--- src/rtl/mcp_defs_pkg.sv ---
// Shared encodings for the multicycle MIPS-subset controller: FSM states, opcodes,
// funct codes, aluop classes and ALU function codes.
package mcp_defs;

  typedef enum logic [3:0] {
    S_FETCH    = 4'd0,
    S_DECODE   = 4'd1,
    S_MEMADR   = 4'd2,
    S_MEMREAD  = 4'd3,
    S_MEMWB    = 4'd4,
    S_MEMWRITE = 4'd5,
    S_EXECUTE  = 4'd6,
    S_ALUWB    = 4'd7,
    S_BRANCH   = 4'd8,
    S_ADDIEXEC = 4'd9,
    S_ADDIWB   = 4'd10,
    S_JUMP     = 4'd11
  } state_e;

  typedef enum logic [1:0] {
    ALUOP_ADD   = 2'b00,
    ALUOP_SUB   = 2'b01,
    ALUOP_FUNCT = 2'b10,
    ALUOP_RSVD  = 2'b11
  } aluop_e;

  localparam logic [5:0] OP_RTYPE = 6'b000000;
  localparam logic [5:0] OP_LW    = 6'b100011;
  localparam logic [5:0] OP_SW    = 6'b101011;
  localparam logic [5:0] OP_BEQ   = 6'b000100;
  localparam logic [5:0] OP_ADDI  = 6'b001000;
  localparam logic [5:0] OP_J     = 6'b000010;

  localparam logic [5:0] FUNCT_ADD = 6'b100000;
  localparam logic [5:0] FUNCT_SUB = 6'b100010;
  localparam logic [5:0] FUNCT_AND = 6'b100100;
  localparam logic [5:0] FUNCT_OR  = 6'b100101;
  localparam logic [5:0] FUNCT_SLT = 6'b101010;

  localparam logic [2:0] ALU_ADD = 3'b010;
  localparam logic [2:0] ALU_SUB = 3'b110;
  localparam logic [2:0] ALU_AND = 3'b000;
  localparam logic [2:0] ALU_OR  = 3'b001;
  localparam logic [2:0] ALU_SLT = 3'b111;

endpackage

--- src/rtl/mcp_controller_aludec.sv ---
// ALU decoder: maps the FSM's aluop class plus the R-type funct field to an ALU code.
module mcp_aludec
  import mcp_defs::*;
#(
  parameter int unsigned FUNCT_W = 6
) (
  input  aluop_e             aluop,
  input  logic [FUNCT_W-1:0] funct,
  output logic [2:0]         alucontrol
);

  always_comb begin
    alucontrol = ALU_ADD;
    case (aluop)
      ALUOP_ADD: alucontrol = ALU_ADD;
      ALUOP_SUB: alucontrol = ALU_SUB;
      ALUOP_FUNCT: begin
        case (funct)
          FUNCT_ADD: alucontrol = ALU_ADD;
          FUNCT_SUB: alucontrol = ALU_SUB;
          FUNCT_AND: alucontrol = ALU_AND;
          FUNCT_OR:  alucontrol = ALU_OR;
          FUNCT_SLT: alucontrol = ALU_SLT;
          default:   alucontrol = ALU_ADD;
        endcase
      end
      default: alucontrol = ALU_ADD;
    endcase
  end

endmodule

--- src/rtl/mcp_controller.sv ---
// Multicycle MIPS-subset control unit: Moore FSM sequencing fetch/decode/execute/
// memory/writeback and decoding all datapath selects and enables from the state.
module mcp_controller
  import mcp_defs::*;
#(
  parameter int unsigned OP_W    = 6,
  parameter int unsigned FUNCT_W = 6,
  parameter int unsigned STATE_W = 4
) (
  input  logic               clk,
  input  logic               reset,
  input  logic [OP_W-1:0]    op,
  input  logic [FUNCT_W-1:0] funct,
  input  logic               zero,
  output logic               pcen,
  output logic               iord,
  output logic               memwrite,
  output logic               irwrite,
  output logic               regdst,
  output logic               memtoreg,
  output logic               regwrite,
  output logic               alusrca,
  output logic [1:0]         alusrcb,
  output logic [1:0]         pcsrc,
  output logic [2:0]         alucontrol,
  output logic [STATE_W-1:0] state_dbg
);

  state_e state_q;
  aluop_e aluop;
  logic   pcwrite;
  logic   branch;

  always_ff @(posedge clk) begin
    if (reset) begin
      state_q <= S_FETCH;
    end else begin
      case (state_q)
        S_FETCH:  state_q <= S_DECODE;
        S_DECODE: begin
          if (op == OP_LW || op == OP_SW) state_q <= S_MEMADR;
          else if (op == OP_RTYPE)        state_q <= S_EXECUTE;
          else if (op == OP_BEQ)          state_q <= S_BRANCH;
          else if (op == OP_ADDI)         state_q <= S_ADDIEXEC;
          else if (op == OP_J)            state_q <= S_JUMP;
          else                            state_q <= S_FETCH;
        end
        S_MEMADR:   state_q <= (op == OP_SW) ? S_MEMWRITE : S_MEMREAD;
        S_MEMREAD:  state_q <= S_MEMWB;
        S_EXECUTE:  state_q <= S_ALUWB;
        S_ADDIEXEC: state_q <= S_ADDIWB;
        default:    state_q <= S_FETCH;
      endcase
    end
  end

  // Reset forces FETCH's selects but holds every enable low.
  always_comb begin
    pcwrite  = 1'b0;
    branch   = 1'b0;
    iord     = 1'b0;
    memwrite = 1'b0;
    irwrite  = 1'b0;
    regdst   = 1'b0;
    memtoreg = 1'b0;
    regwrite = 1'b0;
    alusrca  = 1'b0;
    alusrcb  = 2'b00;
    pcsrc    = 2'b00;
    aluop    = ALUOP_ADD;
    if (reset) begin
      alusrcb = 2'b01;
    end else begin
      case (state_q)
        S_FETCH: begin
          irwrite = 1'b1;
          pcwrite = 1'b1;
          alusrcb = 2'b01;
        end
        S_DECODE: alusrcb = 2'b11;
        S_MEMADR: begin
          alusrca = 1'b1;
          alusrcb = 2'b10;
        end
        S_MEMREAD: iord = 1'b1;
        S_MEMWB: begin
          regwrite = 1'b1;
          memtoreg = 1'b1;
        end
        S_MEMWRITE: begin
          iord     = 1'b1;
          memwrite = 1'b1;
        end
        S_EXECUTE: begin
          alusrca = 1'b1;
          aluop   = ALUOP_FUNCT;
        end
        S_ALUWB: begin
          regwrite = 1'b1;
          regdst   = 1'b1;
        end
        S_BRANCH: begin
          alusrca = 1'b1;
          aluop   = ALUOP_SUB;
          pcsrc   = 2'b01;
          branch  = 1'b1;
        end
        S_ADDIEXEC: begin
          alusrca = 1'b1;
          alusrcb = 2'b10;
        end
        S_ADDIWB: regwrite = 1'b1;
        S_JUMP: begin
          pcwrite = 1'b1;
          pcsrc   = 2'b10;
        end
        default: ;
      endcase
    end
  end

  assign pcen      = pcwrite | (branch & zero);
  assign state_dbg = reset ? '0 : STATE_W'(state_q);

  mcp_aludec #(
    .FUNCT_W(FUNCT_W)
  ) u_aludec (
    .aluop     (aluop),
    .funct     (funct),
    .alucontrol(alucontrol)
  );

endmodule
--- config.mk ---
export PLATFORM = sky130hd
export DESIGN_NAME = mcp_controller
export DESIGN_NICKNAME = d
export VERILOG_FILES = /design/src/rtl/mcp_defs_pkg.sv /design/src/rtl/mcp_controller_aludec.sv /design/src/rtl/mcp_controller.sv
export SDC_FILE = /design/constraint.sdc
export NUM_CORES = 1
export LEC_CHECK = 0
export CELL_PAD_IN_SITES_DETAIL_PLACEMENT = 0
export CELL_PAD_IN_SITES_GLOBAL_PLACEMENT = 1
export CORE_UTILIZATION = 24
export DETAILED_ROUTE_END_ITERATION = 6
export PLACE_DENSITY = 0.83
export SETUP_SLACK_MARGIN = 0.4
export SLEW_MARGIN = 10
export SYNTH_ARGS = -nofsm -noshare
export SYNTH_HDL_FRONTEND = slang
export SYNTH_SLANG_ARGS = --single-unit
export TNS_END_PERCENT = 20
--- constraint.sdc ---
create_clock -name clk -period 2.5 [get_ports clk]
set_input_delay 0.5 -clock clk [delete_from_list [all_inputs] [get_ports clk]]
set_output_delay 0.5 -clock clk [all_outputs]
set_load 0.01 [all_outputs]
==> impl_metrics.tcl, run 1 <==
set metrics [dict create \
    status "completed" \
    cts_hold_buf 0 \
    worst-setup-path-type "reg2out" \
    ant_nets 0 \
    top_regs "state_q (4)" \
    yosys_warnings 0 \
    timing.final.crit_share_pct 94.1 \
    p_per_area_nw_per_um2 219 \
    io_buffers 33 \
    vias_per_cell 4.83 \
    crit_path_start_kind "flip-flop" \
    r2r_start "state_q[3]$_SDFF_PP0_" \
    synth_area_um2 583 \
    dpl.hpwl_um 1350 \
    vdd.ir_drop.worst_mv 0.136 \
    start_util_pct 25.9 \
    cap_violations 0 \
    rr_endpoint "state_q[0]$_SDFF_PP0_" \
    fin_skew_ns 0.00373 \
    cts-root-buf "clkbuf_4" \
    largest_register "state_q" \
    grt_max_degree 17 \
    clock_sinks 4 \
    synth_edf_count 0 \
    synthFlopType "dfxtp_1" \
    hold_viol 0 \
    antenna_found_initial 0 \
    drtIter0Drc 3 \
    timing.hold.worst_endpoint "state_q[1]$_SDFF_PP0_" \
    grt_pass1_wl_um 2890 \
    required_ns 2.00 \
    drt_wl_total_um 1750 \
    fin_nets 149 \
    fmax_mhz 425 \
    fp.dieW_um 51.3 \
    cp.arrival_ns 1.85 \
    syn_area_per_cell_um2 6.86 \
    ys_seq_elements 4 \
    numCtsBuffers 3 \
    drive_above_1_share_pct 28.5 \
    setup_viol 0 \
    rows 17 \
    rsz0062_at_grt "true" \
    cts.path.max_buffers 2 \
    period_needed_ns 2.35 \
    postPlaceCellArea_um2 1050 \
    clk_latency_ns 0.24 \
    coreArea_um2 2250 \
    holdPathStages 3 \
    r2r_setup_slack_ns 0.93 \
    p_leak_nw 0.429 \
    largest_reg_flops 4 \
    slew_violations 0 \
    synth.net_count 102 \
    fin_area_um2 1110 \
    synth_cell_type_count 38 \
    wire_per_inst_um 11.1 \
    dr.pass1.iters 3 \
    yosysSeqAreaShare_pct 13.7 \
    syn_to_final_growth_pct 90.1 \
    syn_inst 85 \
    relSlewSlack_pct 79.6 \
    synthArstFlopShare_pct 0 \
    worst_hold_startpoint "reset" \
    tritoncts "built" \
    cts-htree-levels 1 \
    worst_pin_slew_ns 0.303 \
    tns_ns 0 \
    grt_use_total_pct 14.5 \
    cp-end-kind "primary output" \
    crit_fanout 4 \
    antennaDiodeCount 0 \
    hold_class "in2reg" \
    place.gp.congestion 0.771 \
    routed-via-count 763 \
    path_clk_slew_ns 0.04 \
    route.detailed.drc 0 \
    die_h_um 51.3 \
    pin_count 34 \
    dieArea_um2 2630 \
    first_global_vias 700 \
    ff2ff_path_depth 6 \
    gr-total-overflow 0 \
]
## what timing repair did
action / in CTS / in global routing
resized for setup: 26 / 2
pin swaps: 7 / 3
endpoints found under the setup margin: 19 / 16
setup buffers: 1 / 0
## worst max-delay path by stage
stage	cells past startpoint	startpoint	end	slack [ns]
after floorplan	7	reset	alucontrol[2]	0.40
after detailed placement	9	reset	alucontrol[2]	-0.66
after CTS	6	zero	pcen	0.13
final	5	state_q[2]$_SDFF_PP0_	pcsrc[0]	0.15
after global routing	5	state_q[3]$_SDFF_PP0_	alusrcb[1]	0.05
after global placement	9	reset	alucontrol[2]	-0.60
## per-layer routing
metal | share of wire, % | global-route usage (%)
met5 | 0 | 0
met4 | 0.97 | 6.76
met3 | 7.4 | 2.98
met2 | 47 | 26.1
met1 | 45 | 16.3
## where the power goes
part           switching [mW]  total (mW)  internal [mW]
logic                  0.0401      0.0925         0.0525
clock network          0.0286      0.0824         0.0538
registers             0.00136      0.0675         0.0661
## placed cells by master (no fill, tap or decap), drive strengths merged, types with 3 or more instances in the layout
master,instances
dfxtp,4
o21ai,5
inv,5
buf,18
nor3,6
nand3b,4
nand2,4
clkbuf,3
nor2,9
nor2b,6
clkdlybuf4s50,28
a21oi,3
## cells by family (layout without fill, tap and decap cells)
family	Yosys count	count (layout)	share of synthesized area, %
simple gates	46	46	47.2
xor+xnor	3	3	4.51
buf+inv	10	55	6.44
compound gates	20	20	23.8
flops	4	4	13.7
fa+ha+maj	2	2	4.29
## layout make-up
class | count | area (um2)
fillers | 244 | 1150
clock buffers | 3 | 22.5
multi-input cells | 71 | 518
flip-flops and latches | 4 | 82.6
well taps | 28 | 35.0
repair buffers | 47 | 432
inverters | 5 | 18.8
## worst max-delay path: stages (launching register included)
cell and delay (ns):
dfxtp_2 0.33, nand2b_4 0.14, or4_4 0.44, inv_2 0.10, buf_4 0.10, clkdlybuf4s50_1 0.52
## synth_stat cells (2+ instances only)
cell,n,area share (%)
inv_2,3,1.9
dfxtp_1,4,14
nor3_1,6,5.2
xor2_1,2,3.0
ha_1,2,4.3
and3_1,2,2.1
nand2_1,4,2.6
o21ai_1,2,1.7
o21ai_0,3,2.6
nor2_1,9,5.8
nor2b_1,6,6.4
nor3b_1,2,2.6
inv_1,2,1.3
o21a_1,2,2.6
nand2b_1,2,2.1
a31oi_1,2,2.1
clkbuf_1,5,3.2
a21oi_1,3,2.6
nand3b_1,4,5.2
nand3_1,2,1.7
## per-stage QoR
stage	utilization (%)	power [mW]	hold slack, ns	instances	worst slack (ns)
6_report	49.2	0.242	0.580	158	0.149
5_1_grt	49.2	0.259	0.575	158	0.0512
4_1_cts	48.9	0.244	0.574	158	0.130
3_5_place_dp	46.7	0.160	0.682	154	-0.661
3_3_place_gp	46.7	0.159	0.682	154	-0.604
2_1_floorplan	-	0.107	0.564	85	0.401
Note: power is estimated with default switching activity, not from simulation.
==> inputs of run 2 (changes only) <==
--- a/config.mk
+++ b/config.mk
@@ -11,7 +11,7 @@
 export DETAILED_ROUTE_END_ITERATION = 6
 export PLACE_DENSITY = 0.83
 export SETUP_SLACK_MARGIN = 0.4
-export SLEW_MARGIN = 10
+export SLEW_MARGIN = 20
 export SYNTH_ARGS = -nofsm -noshare
 export SYNTH_HDL_FRONTEND = slang
 export SYNTH_SLANG_ARGS = --single-unit
==> results of run 2 <==
The final DEF is identical to that of run 1; final timing and power are the same.
==> variant 1 (settings of run 2) <==
Set the parameter `OP_W` to 8 (it was 6).
--- a/src/rtl/mcp_controller.sv
+++ b/src/rtl/mcp_controller.sv
@@ -3,7 +3,7 @@
 module mcp_controller
   import mcp_defs::*;
 #(
-  parameter int unsigned OP_W    = 6,
+  parameter int unsigned OP_W    = 8,
   parameter int unsigned FUNCT_W = 6,
   parameter int unsigned STATE_W = 4
 ) (
Interface: changed (resized op); port bits go from 34 to 36. The function was not compared with the original's and may differ.
==> variant 1 against run 2 <==
  * Die area rose by 6.0%
  * Area after synthesis up 6.2%
  * Setup slack better by 0.033 ns
  * Final area up 2.5%
  * Sequential cell count did not move
  * Critical path depth is 2 higher
  * Utilization fell by 2.9 points
  * Total power down 3.9%
  * Routed wire length grew 15%
  * Highest routed layer unchanged
==> variant 1: results (changes against run 2) <==
Worst setup path
  – Crit path DAT: 1.82 ns (-0.03 ns)
  – Worst-path maximum fanout: 3 (-1)

Clocking
  – Clock root cell: clkbuf_4
  – Clk_lat worst skew: between 0.2 and 0.25 ns
  – CTS Buffer Depth: 2 (unchanged)
  – H-tree Lvls: 1 (unchanged)
  – Clock transition at path regs: 0.04 ns (about the same)
  – CTS Buf Count: 3 (unchanged)

STA
  – Slew headroom: 76.6% (-3.1 points)
  – Skew final: 0.000489 ns (-0.00324 ns)
  – Final Hold Fails: 0 (unchanged)

Cells and area
  – Biggest regs: state_q: 4 flops
  – Nets@finish: 157 (+5.4%)
  – Layout cells sized above 1: 28.7% (+0.21 points)
  – # diodes: 0 (unchanged)

Power and ir drop
  – Static leakage: 0.456 nW (+6.4%)
  – Worst VDD drop: 0.000192 V (+41%)

Synth
  – Sequential area share after synthesis: 12.9% (-0.80 points)
  – Post-synth top cells: nor2_1, nor3_1, nand2_1, a21oi_1, inv_1
  – Count of different cell masters after synthesis: 39 (+2.6%)
  – Syn Nets: 108 (+5.9%)
  – Yosys warning total: 0 (unchanged)
  – Synth area leaders: dfxtp_1, nor2_1, nor3_1, a21oi_1, ha_1
  – Synth Area per Inst: 6.96 sq um (+1.4%)
  – Synth async-reset ratio: 0% (unchanged)

Routing
  – Vias per inst: 4.97 (+2.9%)
  – Total number of vias: 825 (+8.1%)
  – DR pass1 iterations: 4 (+1)
  – Drt total wl: 2010 microns (+15%)
  – DR iter-0 viols: 4 (+1)

Placement
  – DP Wirelength: 1550 microns (+14%)
  – Worst slack at placement: -0.600 ns (+0.0614 ns)
  – Number of port buffers: 35 (+6.1%)
  – Final RePlAce weighted congestion: 0.831 (+7.8%)
  – Placed cell area: 1060 sq um (+1.2%)

Global routing
  – Vias in the first global route: 805 (+15%)
  – First-pass GRT wire length: 3150 microns (+8.8%)
  – Initial antenna violation count: 0 (unchanged)
  – Total GRT Usage: 15.3% (+0.71 points)
  – Largest net degree at the start of global routing: 15 (-2)

Status
  – Run status: finished, final reports clean

Hold path
  – Hold Crit Class: reg -> reg
variant 1: final cells by class:
cell class | instances | area (sq um)
tap | 30 | 37.5
sequential | 4 | 86.3
inverter | 6 | 25.0
fill | 268 | 1320
multi-input combinational | 75 | 533
timing repair buffer | 48 | 432
clock buffer | 3 | 22.5
variant 1: per-layer routing:
layer	routed length (microns)	GRT usage, %
met5	0	0
met4	10	3.95
met2	1110	31.2
met1	790	14.4
met3	97	4.06
variant 1: cells by family after synthesis:
family          share of synthesized area [%]
fa+ha+maj                                4.04
mux                                      1.82
xor+xnor                                 4.24
flops                                    12.9
buf+inv                                  8.89
simple gates                             46.9
compound gates                           21.2
variant 1: repair_timing:
item	CTS	global route
setup buffers	1	0
gates resized for setup	35	6
endpoints found under the setup margin	19	18
pin swaps	4	1
variant 1: power by group:
part / total (mW) / leakage [nW] / internal, mW / switching [mW]
registers: 0.0653 / 0.0344 / 0.0645 / 0.000769
clock network: 0.0811 / 0.0138 / 0.0538 / 0.0273
logic: 0.0867 / 0.408 / 0.0504 / 0.0363
total: 0.233 / 0.456 / 0.169 / 0.0644
variant 1: critical path, stage by stage, from the launching register on:
cell and delay, ns:
dfxtp_1 0.30, nand2b_1 0.16, or3_4 0.40, inv_4 0.07
ha_4 0.19, nand3b_1 0.18, o22ai_1 0.12, buf_2 0.15
variant 1: stage by stage:
stage                     utilization (%)  setup TNS, ns
after floorplan                         -              0
after global placement               43.4          -2.08
after detailed placement             43.4          -2.40
after CTS                            45.9              0
after global routing                 46.3              0
final                                46.3              0
variant 1: worst paths after layout:
check                  endpoint        from  depth (start not counted)  slack [ns]
setup / recovery  alucontrol[2]  state_q[0]                          7        0.18
hold / removal       state_q[1]  state_q[1]                          3        0.66
setup reg to reg     state_q[2]  state_q[0]                          6        1.15
hold reg to reg      state_q[1]  state_q[1]                          3        0.66
==> variant 2 (config.mk and constraints of run 2) <==
Made on the original files. Register the outputs `pcen` and `state_dbg`, cleared by the reset; this adds one clock of latency there. The other outputs are not delayed to match.
--- a/src/rtl/mcp_controller.sv
+++ b/src/rtl/mcp_controller.sv
@@ -119,8 +119,15 @@
     end
   end
 
-  assign pcen      = pcwrite | (branch & zero);
-  assign state_dbg = reset ? '0 : STATE_W'(state_q);
+  always_ff @(posedge clk) begin
+    if (reset) begin
+      pcen      <= '0;
+      state_dbg <= '0;
+    end else begin
+      pcen      <= pcwrite | (branch & zero);
+      state_dbg <= reset ? '0 : STATE_W'(state_q);
+    end
+  end
 
   mcp_aludec #(
     .FUNCT_W(FUNCT_W)
Function: changed (a bounded check fails within 4 cycles, from zero or initial values and one cycle with reset high).
==> variant 2 against run 2 <==
  * Final area increased by 8.2%
  * Via count increased by 12%
  * Sequential power increased by 120%
  * Setup slack got worse by 0.0074 ns
  * Routed wire length increased by 21%
  * Utilization decreased by 2.0 points
  * Clock power increased by 42%
  * Sequential cell count increased by 5
  * Largest cell class unchanged
  * Critical path depth increased by 2
  * Count of clock-buffer cells in the layout unchanged
  * Synthesized cell count increased by 12%
  * Highest routed layer is now met3
  * Critical endpoint is now alucontrol[2]
  * Area after synthesis increased by 15%
  * Total power increased by 49%
==> variant 2: results (changes against run 2) <==
Power and ir drop
  – Worst VDD drop: 0.000272 V (+100%)
  – Sw power: 103 uW (+46%)

Routing
  – Met3 wire len: 131 microns (+1.6%)
  – Wire length on met2: 1050 microns (+27%)
  – Uppermost routed layer: met3
  – Post-DR wirelength/cell: 12.3 microns (+11%)
  – Vias per inst: 4.97 (+2.9%)

Worst setup path
  – Slowest-stage cell, CP: or3_4
  – Largest stage delay on the critical path: 0.39 ns (-0.13 ns)
  – R2r worst-path depth: 4 (-2)

Clocking
  – Clock transition at path regs: 0.07 ns (+0.03 ns)
  – Clk_lat worst skew: 0.27 ns (+0.03 ns)

Cells and area
  – Biggest regs: state_dbg: 4 flops, state_q: 4 flops, pcen: 1 flops
  – Nets@finish: 160 (+7.4%)
  – Filler Cells Inserted: 262 (+7.4%)

Global routing
  – Vias in the first global route: 768 (+9.7%)

Placement
  – Worst slack at placement: -0.516 ns (+0.145 ns)
  – Final RePlAce weighted congestion: 0.809 (+4.9%)

Synth
  – Count of different cell masters after synthesis: 33 (-13%)
  – Sequential area share after synthesis: 27.0% (+13 points)
  – Synth area leaders: dfxtp_1, nor2_1, nand2b_1, nand2_1, ha_1
  – Syn Nets: 112 (+9.8%)

STA
  – Period utilization: 94.3% (+0.29 points)
  – Slew headroom: 72.7% (-6.9 points)

Status
  – Run status: finished, final reports clean
## variant 2: cells by family (layout without fill, tap and decap cells)
group	count (synthesis)	after routing	synth area share (%)
compound gates	15	15	17.0
xor+xnor	1	1	1.31
fa+ha+maj	2	2	3.74
buf+inv	12	59	6.74
flops	9	9	27.0
mux	1	1	1.50
simple gates	55	55	42.7
## variant 2: what timing repair did
item	CTS	global route
setup buffers	1	0
resized for setup	22	2
setup endpoints to repair	14	14
pin swaps	2	2
## variant 2: layout make-up
cell class,count,area [sq um],share of cell area [%]
sequential,9,185,15.4
clock buffer,3,22.5,1.88
inverter,6,22.5,1.88
clock inverter,1,5.00,0.417
timing repair buffer,49,433,36.1
multi-input combinational,74,494,41.2
tap,30,37.5,3.13
## variant 2: per-layer routing
metal	GRT usage, %	vias up
met4	4.70	0
met3	3.33	0
met1	17.2	390
met5	0	-
met2	26.9	28
li1	-	437
## variant 2: path summary, 6_finish.rpt
path         startpoint             to
max          state_q[3]  alucontrol[2]
min               reset     state_q[2]
min reg2reg  state_q[2]           pcen
max reg2reg  state_q[1]     state_q[1]
## variant 2: worst max-delay path, delay by kind of cell, from the launching register on
| kind | cells | cell delay [ns] |
|---|---|---|
| buf+inv | 2 | 0.22 |
| simple gates | 3 | 0.73 |
| fa+ha+maj | 1 | 0.19 |
| compound gates | 1 | 0.12 |
| flops | 1 | 0.33 |
## variant 2: power groups by stage
stage / combinational, mW / clock, mW / sequential, mW
finish: 0.0941 / 0.117 / 0.150
global route: 0.103 / 0.130 / 0.151
CTS: 0.0942 / 0.121 / 0.150
detailed placement: 0.0919 / 0 / 0.153
global placement: 0.0902 / 0 / 0.153
floorplan: 0.0382 / 0 / 0.155
## variant 2: through the flow
step	hold WS [ns]	setup TNS, ns
finish	0.602	0
detailed placement	0.649	-1.94
global route	0.612	0
CTS	0.607	0
global placement	0.639	-1.78
floorplan	0.544	0
